===== src/rtl/seq_detection_pkg.sv =====
// rtl/seq_detection_pkg.sv - shared constants and types for the serial pattern detector
package seq_detection_pkg;

    localparam int PAT_W = 4;
    localparam int DEPTH = 8;

    typedef logic [PAT_W-1:0]             pat_t;
    typedef logic [$clog2(DEPTH+1)-1:0]   cnt_t;

endpackage


===== src/rtl/seq_strobe_edge.sv =====
// rtl/seq_strobe_edge.sv - registered rising-edge detector producing a one-cycle pulse
module seq_strobe_edge (
    input  logic clk,
    input  logic resetn,
    input  logic strobe,
    output logic rise
);

    logic strobe_q;

    // The delayed copy follows the level even in reset, so a strobe held
    // high across reset release is not seen as a fresh edge.
    always_ff @(posedge clk) begin
        strobe_q <= strobe;
    end

    assign rise = resetn & strobe & ~strobe_q;

endmodule


===== src/rtl/seq_detection.sv =====
// rtl/seq_detection.sv - 8-entry serial session recorder flagging 4-bit pattern matches
module seq_detection
    import seq_detection_pkg::*;
(
    input  logic             clk,
    input  logic             reset_n,
    input  logic             p0,
    input  logic             p1,
    input  logic [PAT_W-1:0] b,
    output logic [DEPTH-1:0] o
);

    logic rise0;
    logic rise1;
    pat_t hist;
    pat_t new_hist;
    cnt_t cnt;
    logic take;
    logic hit;
    logic [DEPTH-1:0] o_set;

    seq_strobe_edge u_edge0 (
        .clk    (clk),
        .resetn (reset_n),
        .strobe (p0),
        .rise   (rise0)
    );

    seq_strobe_edge u_edge1 (
        .clk    (clk),
        .resetn (reset_n),
        .strobe (p1),
        .rise   (rise1)
    );

    // Simultaneous edges cancel; a full session ignores further entries.
    assign take     = (rise0 ^ rise1) && (cnt < cnt_t'(DEPTH));
    assign new_hist = {hist[PAT_W-2:0], rise1};
    assign hit      = take && (cnt >= cnt_t'(PAT_W-1)) && (new_hist == b);

    always_comb begin
        o_set = '0;
        for (int k = 0; k < DEPTH; k++) begin
            o_set[k] = hit && (cnt == cnt_t'(k));
        end
    end

    always_ff @(posedge clk) begin
        if (!reset_n) begin
            hist <= '0;
            cnt  <= '0;
            o    <= '0;
        end else if (take) begin
            hist <= new_hist;
            cnt  <= cnt + cnt_t'(1);
            o    <= o | o_set;
        end
    end

endmodule


===== config.mk =====
export PLATFORM = sky130hd
export DESIGN_NAME = seq_detection
export DESIGN_NICKNAME = d
export VERILOG_FILES = /design/src/rtl/seq_detection_pkg.sv /design/src/rtl/seq_strobe_edge.sv /design/src/rtl/seq_detection.sv
export SDC_FILE = /design/constraint.sdc
export NUM_CORES = 1
export LEC_CHECK = 0
export ABC_AREA = 1
export CAP_MARGIN = 25
export CORE_AREA = 2 2 47 49
export DETAILED_ROUTE_END_ITERATION = 10
export DIE_AREA = 0 0 49 51
export PLACE_DENSITY = 0.67
export SYNTH_ARGS = -nofsm -noshare
export SYNTH_HDL_FRONTEND = slang
export SYNTH_SLANG_ARGS = --single-unit
export TNS_END_PERCENT = 50

===== constraint.sdc =====
create_clock -name clk -period 2.4 [get_ports clk]
set_clock_uncertainty 0.15 [all_clocks]
set_input_delay 0.24 -clock clk [delete_from_list [all_inputs] [get_ports clk]]
set_output_delay 0.24 -clock clk [all_outputs]
set_load 0.05 [all_outputs]

==> flow_results.org, run 1 <==
** Outcome
- Run status :: complete, no violations

** Die
- Area of the placeable core :: between 2000 and 2500 µm²
- Starting density of the core :: between 40% and 50%
- 16 I/O pins were placed.
- DIE WIDTH :: just under 50 µm
- The floorplan has 17 rows.
- Die Area :: 2500 µm²
- Y dimension of the die :: ~51 µm

** Power and ir drop
- For this design the ratio of total power to cell area is between 400 and 500 nW/µm².
- Total Power Consumption :: 510 µW
- VDD sags by at most 502 µV.
- Leak pwr :: ~0.41 nW

** Drt
- Drt initial violations :: 11
- The first detailed-routing pass ran for 4 iterations.
- In the routed design, unresolved DRC markers number 0.
- Via total after detailed routing :: between 600 and 700
- Wire length after detailed routing :: 1340 µm
- Once detail routing completed, the nets flagged for antenna violations numbered 0.
- Routed vias/inst :: 4.36
- Post-DR wirelength/cell :: ~8.4 µm

** Critical path
- STA puts the critical path data arrival time at just under 2000 ps.
- Critical path class :: input pin to flop
- On the worst path, the slowest cell contributes a delay of between 700 and 800 ps.
- STA puts the critical path data required time at between 2000 and 2500 ps.
- Cell type of the slowest stage on the worst timing path :: sky130_fd_sc_hd__clkdlybuf4s50_1
- R2R cell count :: 7
- By instance count, the cell type seen most on the critical path is sky130_fd_sc_hd__nand3_1.
- STA classifies the critical path endpoint as a flop.
- Largest delay contributor family on the critical path :: simple AND/OR/NAND/NOR gates
- Critical path, cell by cell :: clkdlybuf4s50_1, nand3_1, nand2_1, nand3_2, nor2_2, nand3_1, a21oi_1
- Counting both buffers and inverters, the worst setup path holds a total of 1.
- Along the worst path, the maximum fanout reaches 11.
- Critical Path Start Type :: input pin
- The critical path runs through a total of 7 cells.

** Timing
- For the final routed database, the setup TNS stands at 0 ps.
- The final-report hold violation count was 0.
- The smallest clock period supported by the final layout is computed as about 1900 ps.
- Tcrit/Tclk final :: between 70% and 80%
- In this run the tightest slew margin relative to its limit is between 60% and 70%.
- Final setup vio count :: 0
- Worst hold-check slack :: 297 ps
- The count of final max-slew check failures came to 0.
- Worst Max-Slew Pin Slew :: 495 ps
- Setup repair after global routing left no endpoint under its margin.
- Based on the critical path, the design can be clocked at up to 534 MHz.

** Synth
- By area the synthesized netlist is led by sky130_fd_sc_hd__dfxtp_1 (41%), sky130_fd_sc_hd__inv_1 (12%), sky130_fd_sc_hd__a21oi_1 (8.9%), sky130_fd_sc_hd__nand2_1 (7.6%), sky130_fd_sc_hd__ha_1 (6.0%).
- Summing the areas of all xor and xnor instances in the mapped netlist gives 1.04% of the synthesized area.
- Number of synthesized register bits :: 17
- Library cell with the highest instance count after synthesis :: sky130_fd_sc_hd__inv_1
- The synthesized netlist devotes a little under an eighth of its cell area to compound gates.
- Summed over all instances, the cell type with the most area after synthesis is sky130_fd_sc_hd__dfxtp_1.
- Part of the Yosys area used for sequential elements :: 40.5%
- For this run, asynchronously set or reset flops after synthesis account for 0%.
- The synthesized design devotes to its leading area cell type 40.5% of total area.
- For this run, the number of Yosys warnings is 0.
- In the synthesized netlist, mux cells make up 0% of the area.
- Predominant post-synthesis flop cell :: sky130_fd_sc_hd__dfxtp_1
- After synthesis, the mean cell area works out to roughly 7.3 µm².
- Net count of the mapped netlist :: 127
- Gate count of the mapped netlist :: roughly 120
- After synthesis, the largest family of logic cells by area is simple AND/OR/NAND/NOR gates.
- In the synthesized netlist, the cells that appear most often are sky130_fd_sc_hd__inv_1 (26), sky130_fd_sc_hd__dfxtp_1 (17), sky130_fd_sc_hd__nand2_1 (17).
- Number of enable flip-flop cells after synthesis :: 0
- Summing every instance area after synthesis gives about 840 µm².
- Simple logic cell fraction of the synthesized area :: around a quarter
- Cell variety after synth :: 16
- Adder-cell area share of the yosys netlist :: approximately 6.0%

** Finish
- The number of antenna diodes in the final layout is 0.
- Final non-filler cell area :: between 1000 and 1500 µm²
- Number of standard cells in the final layout excluding fillers :: 160
- Number of nets in the finished design :: around 150
- Area Growth Syn to Fin :: 22.7%
- Layout cell share with drive strength beyond 1 :: under 10%

** Clock tree
- For the worst-skew pair, the clock arrives at the later sink with an insertion delay of 290 ps.
- After clock tree synthesis, the clock-pin slew on the worst setup and hold paths is around 100 ps.
- In this run the number of H-tree levels came out at 1.
- Number of clock sinks :: 17
- The number of gates resized after CTS was 0.
- After clock tree synthesis, the setup repair step added 0 buffers.
- Clock tree from TritonCTS :: built
- Counting along the longest clock path gives a buffer depth of 2.
- Total clock buffers created by CTS :: 3
- CTS hold repair buffers :: 0
- Clock tree synthesis selected as its root buffer the cell sky130_fd_sc_hd__clkbuf_4.

** Placed design
- Summed over all nets, the half-perimeter wirelength after detailed placement is 1080 µm.
- After detailed placement, the design holds a cell count of between 150 and 200.
- Count of buffers inserted at the top-level ports :: 15
- Instance area after placement :: 1000 µm²
- The congestion estimate from routability-driven global placement came to around 0.82.

** Global route
- The number of antenna violations at the first check in global routing was 0.
- Via count of the first global-routing pass :: 640
- After global routing the overflow that remains totals 0.
- For this run, the total global-route usage over all layers was measured as ~13%.
- Pin count of the biggest net entering global routing :: 12
- Global-route wire length before repair :: ~2500 µm

** Job
- The tool flagged a number of max-cap violations equal to 0.

** Hold path
- Counting instances, the worst hold path has a depth of 1.
- The worst hold path belongs to the class input pin to flop.
flip-flops by register name (all words and copies together) (netlist names):
signal and flops:
o 8, cnt 4, hist 3, u_edge0.strobe_q 1, u_edge1.strobe_q 1
cell families after synthesis:
logic type               count (synthesis)
AND/OR/NAND/NOR                         44
buffers and inverters                   29
AO/OA/AOI/OAI                           20
flip-flops                              17
adder cells (fa/ha/maj)                  4
XOR/XNOR                                 1
metrics by stage:
stage	util [%]	setup slack (ps)
6_report	49.9	527
5_1_grt	49.9	353
4_1_cts	49.9	544
3_5_place_dp	48.6	228
3_3_place_gp	48.6	316
2_1_floorplan	-	1170
power by group:
part	internal, mW	switching (mW)
Clock	0.0619	0.0875
Sequential	0.291	0.00550
Combinational	0.0265	0.0380
layout make-up:
cell class | instances | area (µm²)
well taps | 28 | 35.0
fillers | 209 | 1030
inverters | 27 | 101
clock buffers | 3 | 22.5
multi-input cells | 69 | 375
clock inverters | 1 | 5.00
repair buffers | 15 | 150
flip-flops and latches | 17 | 340
cells in the final DEF, fill, tap and decap left out, drive strengths merged:
cell	Yosys	routed
dfxtp	17	17
o21ai	5	5
inv	26	26
nor3	1	1
nor2	14	14
ha	4	4
clkinv	1	2
xnor2	1	1
clkbuf	0	3
nand2	17	17
clkdlybuf4s50	0	15
nand3	12	12
a21oi	15	15
final timing paths:
check / start / to / slack, ps
worst min-delay path: p0 / u_edge0.strobe_q$_DFF_P_ / 300
worst max register to register: u_edge1.strobe_q$_DFF_P_ / o[4]$_SDFFE_PN0P_ / 880
worst min register to register: o[2]$_SDFFE_PN0P_ / o[2]$_SDFFE_PN0P_ / 300
worst max-delay path: reset_n / o[4]$_SDFFE_PN0P_ / 530
layer usage:
| layer | wire [µm] | GRT usage (%) | vias up |
|---|---|---|---|
| li1 | - | - | 386 |
| met1 | 601 | 13.5 | 299 |
| met2 | 668 | 24.4 | 12 |
| met3 | 71 | 4.39 | 0 |
| met4 | 0 | 2.86 | 0 |
| met5 | 0 | 0 | - |
(Power assumes the default switching activity.)
==> run 2: changes to the inputs <==
- PLACE_DENSITY: 0.67 -> 0.7
- clock period: 2.4 -> 1.7 ns (I/O delays scaled with it)
==> flow_results.org, run 2 (synthesis gave the netlist of run 1 again) <==
** Drt
- DRT Pass-1 Iters :: 4
- Dividing the detail-routed via count by the number of cells gives roughly 4.3.
- For this run, design rule violations remaining after detail routing come to 0.
- The detailed router finished its first iteration with 10 violations.
- Antenna-violating nets left :: 0
- The routed design has between 1000 and 1500 µm of wire.
- Dividing the detail-routed wire length by the instance count gives 8.66 µm.
- Summing over every cut layer, the via total after detailed routing is approximately 710.

** Power and ir drop
- The design draws 736 µW.
- Cell internal pwr :: roughly 540 µW
- The clock network accounts for just under 30% of the total power.
- The worst-case IR drop observed on VDD is approximately 350 µV.
- Combinational fraction of design power :: a little over an eighth
- In this run the power spent charging and discharging nets is 193 µW.
- Pwr/cell area :: around 710 nW/µm²
- Fraction of power consumed by sequential logic :: a little under three fifths
- In this run the static leakage power is approximately 0.44 nW.
- Switching power as a share of total power :: between 20% and 30%

** Clock tree
- Clock input transition at the sequential cells of the worst setup and hold paths :: 100 ps
- Post CTS Setup Buffer Count :: 0
- TritonCTS built the clock tree.
- H-tree level count :: 1
- Cells resized by post-CTS repair :: 0
- At the later pin of the worst-skew pair, clock insertion delay measures around 290 ps.
- In this run the deepest clock path goes through 2 buffers.
- In this run, CTS created clock tree buffers numbering 3.
- The tree built by TritonCTS fans out to 17 sinks.
- In this run the clock root is driven by a sky130_fd_sc_hd__clkbuf_4.
- In this run, post-CTS hold repair placed 0 buffers.

** Placed design
- At the end of routability-driven placement, the weighted congestion stood at 0.804.
- Port buffering added 15 buffers.
- Number of cells in the design after placement :: 160
- Detailed placement finished with a half-perimeter wire length of ~1200 µm.

** Timing
- Hold timing on the final database bottoms out at a slack of around 230 ps.
- Final setup vio count :: 0
- Tcrit/Tclk final :: slightly below 90%
- Aggregate negative setup slack :: 0 ps
- For this run, the top clock speed supported by timing is roughly 660 MHz.
- Measured against its own limit, the worst slew margin works out to 83.7%.
- Minimum period implied by the final worst setup slack :: around 1500 ps
- The final-report hold violation count came to 0.
- Worst Max-Slew Pin Slew :: approximately 240 ps
- The count of final max-slew check failures came to 0.
- RSZ-0062 raised after global routing :: false

** Finish
- Flip-flop count of the largest register, all copies and words added :: 8
- The repair_antennas step left the layout with diodes totalling 0.
- Layout cell share with drive strength beyond 1 :: roughly 15%
- Register bank with the most flops :: o
- In the final layout, the registers with the most flip-flops are o: 8 flops, cnt: 4 flops, hist: 3 flops.
- Measured on the finished design, the core utilization comes to about half.
- Area Growth Syn to Fin :: 23.8%
- Leaving out fill and tap cells, the most frequent cells in the layout are sky130_fd_sc_hd__inv_1 (26), sky130_fd_sc_hd__nand2_1 (17), sky130_fd_sc_hd__dfxtp_1 (17), sky130_fd_sc_hd__a21oi_1 (15), sky130_fd_sc_hd__buf_4 (12).
- For this run, the post-layout net count is around 150.
- The count of cells in the finished layout, fillers not included, comes to between 150 and 200.
- Most common cell after layout, fill and taps aside :: sky130_fd_sc_hd__inv_1

** Global route
- Global-route wire length before repair :: between 2000 and 2500 µm
- Via count of the first global-routing pass :: roughly 630
- GR Util met3 :: under 10%
- Global routing consumed, on the met2 layer, ~24% of the routing resources.
- The layer flagged by global routing as most heavily used is met2.
- The number of antenna violations at the first check in global routing was 0.
- Global routing finished with a remaining overflow of 0.
- Global routing used around 14% of the available met1 tracks.
- Overall global routing resource usage :: a little over an eighth
- Entering global routing, the biggest net connects 11 pins.

** Die
- The floorplan has 17 rows.
- Top Ports :: 16
- Die Area :: approximately 2500 µm²
- Starting density of the core :: 40.7%
- The die is between 40 and 50 µm wide.
- The floorplan step set the die height to around 50 µm.
- Area of the placeable core :: around 2100 µm²

** Critical path
- Data arrives at the worst endpoint at between 1500 and 2000 ps.
- The setup path with the least slack is of type input pin to flop.
- R2R cell count :: 7
- Setup slack of the most critical reg-to-reg path :: roughly 280 ps
- Crit Reg-Reg Startpoint :: u_edge1.strobe_q$_DFF_P_
- STA classifies the critical path startpoint as an input pin.
- Worst endpoint required time :: roughly 1800 ps
- Worst setup path endpoint :: o[0]$_SDFFE_PN0P_
- Reg2reg end :: o[0]$_SDFFE_PN0P_
- The most critical setup path has its startpoint at reset_n.
- Of all nets on the critical path, the largest fanout is 7.
- The worst setup path is captured at a flop.

** Job
- Number of maximum-capacitance violations :: 0

** Hold path
- Class of the worst hold path :: input pin to flop

** Outcome
- The run finished with clean final reports.
## run 2: stage by stage
step	area [µm²]	worst slack (ps)
after global placement	1010	-64.6
after detailed placement	1010	-130
after CTS	1040	181
final	1040	183
after global routing	1040	39.4
after floorplan	840	500
## run 2: layer usage
layer  wire [µm]  share of wire [%]
met5           0                  0
met4          28                2.0
met3          47                3.3
met2         748                 53
met1         595                 42
## run 2: power by group through the flow
stage                     Clock [mW]  Combinational, mW  Sequential [mW]
after floorplan                    0             0.0669            0.426
after global placement             0             0.0967            0.427
after detailed placement           0             0.0999            0.428
after CTS                      0.224              0.100            0.419
after global routing           0.246              0.115            0.420
final                          0.218             0.0995            0.418
## run 2: worst min path at each step
stage | start | end | slack, ps | cells past startpoint
4_1_cts | p0 | u_edge0.strobe_q$_DFF_P_ | 230 | 1
2_1_floorplan | p0 | u_edge0.strobe_q$_DFF_P_ | 50 | 0
3_3_place_gp | o[3]$_SDFFE_PN0P_ | o[3]$_SDFFE_PN0P_ | 290 | 2
3_5_place_dp | o[5]$_SDFFE_PN0P_ | o[5]$_SDFFE_PN0P_ | 290 | 2
6_report | p0 | u_edge0.strobe_q$_DFF_P_ | 230 | 1
5_1_grt | p0 | u_edge0.strobe_q$_DFF_P_ | 230 | 1
## run 2: worst max-delay path, cell delays in order
cell and delay [ps]:
sky130_fd_sc_hd__clkdlybuf4s50_1 580, sky130_fd_sc_hd__nand3_1 100, sky130_fd_sc_hd__nand2_1 90, sky130_fd_sc_hd__nand3_2 160
sky130_fd_sc_hd__nor2_2 250, sky130_fd_sc_hd__nand3_1 110, sky130_fd_sc_hd__a21oi_1 130
## run 2: area by class of cell
class	count	area (µm²)
clock inverters	1	5.00
clock buffers	3	22.5
inverters	27	101
well taps	28	35.0
repair buffers	19	160
multi-input cells	69	375
flip-flops and latches	17	340
fillers	210	1020
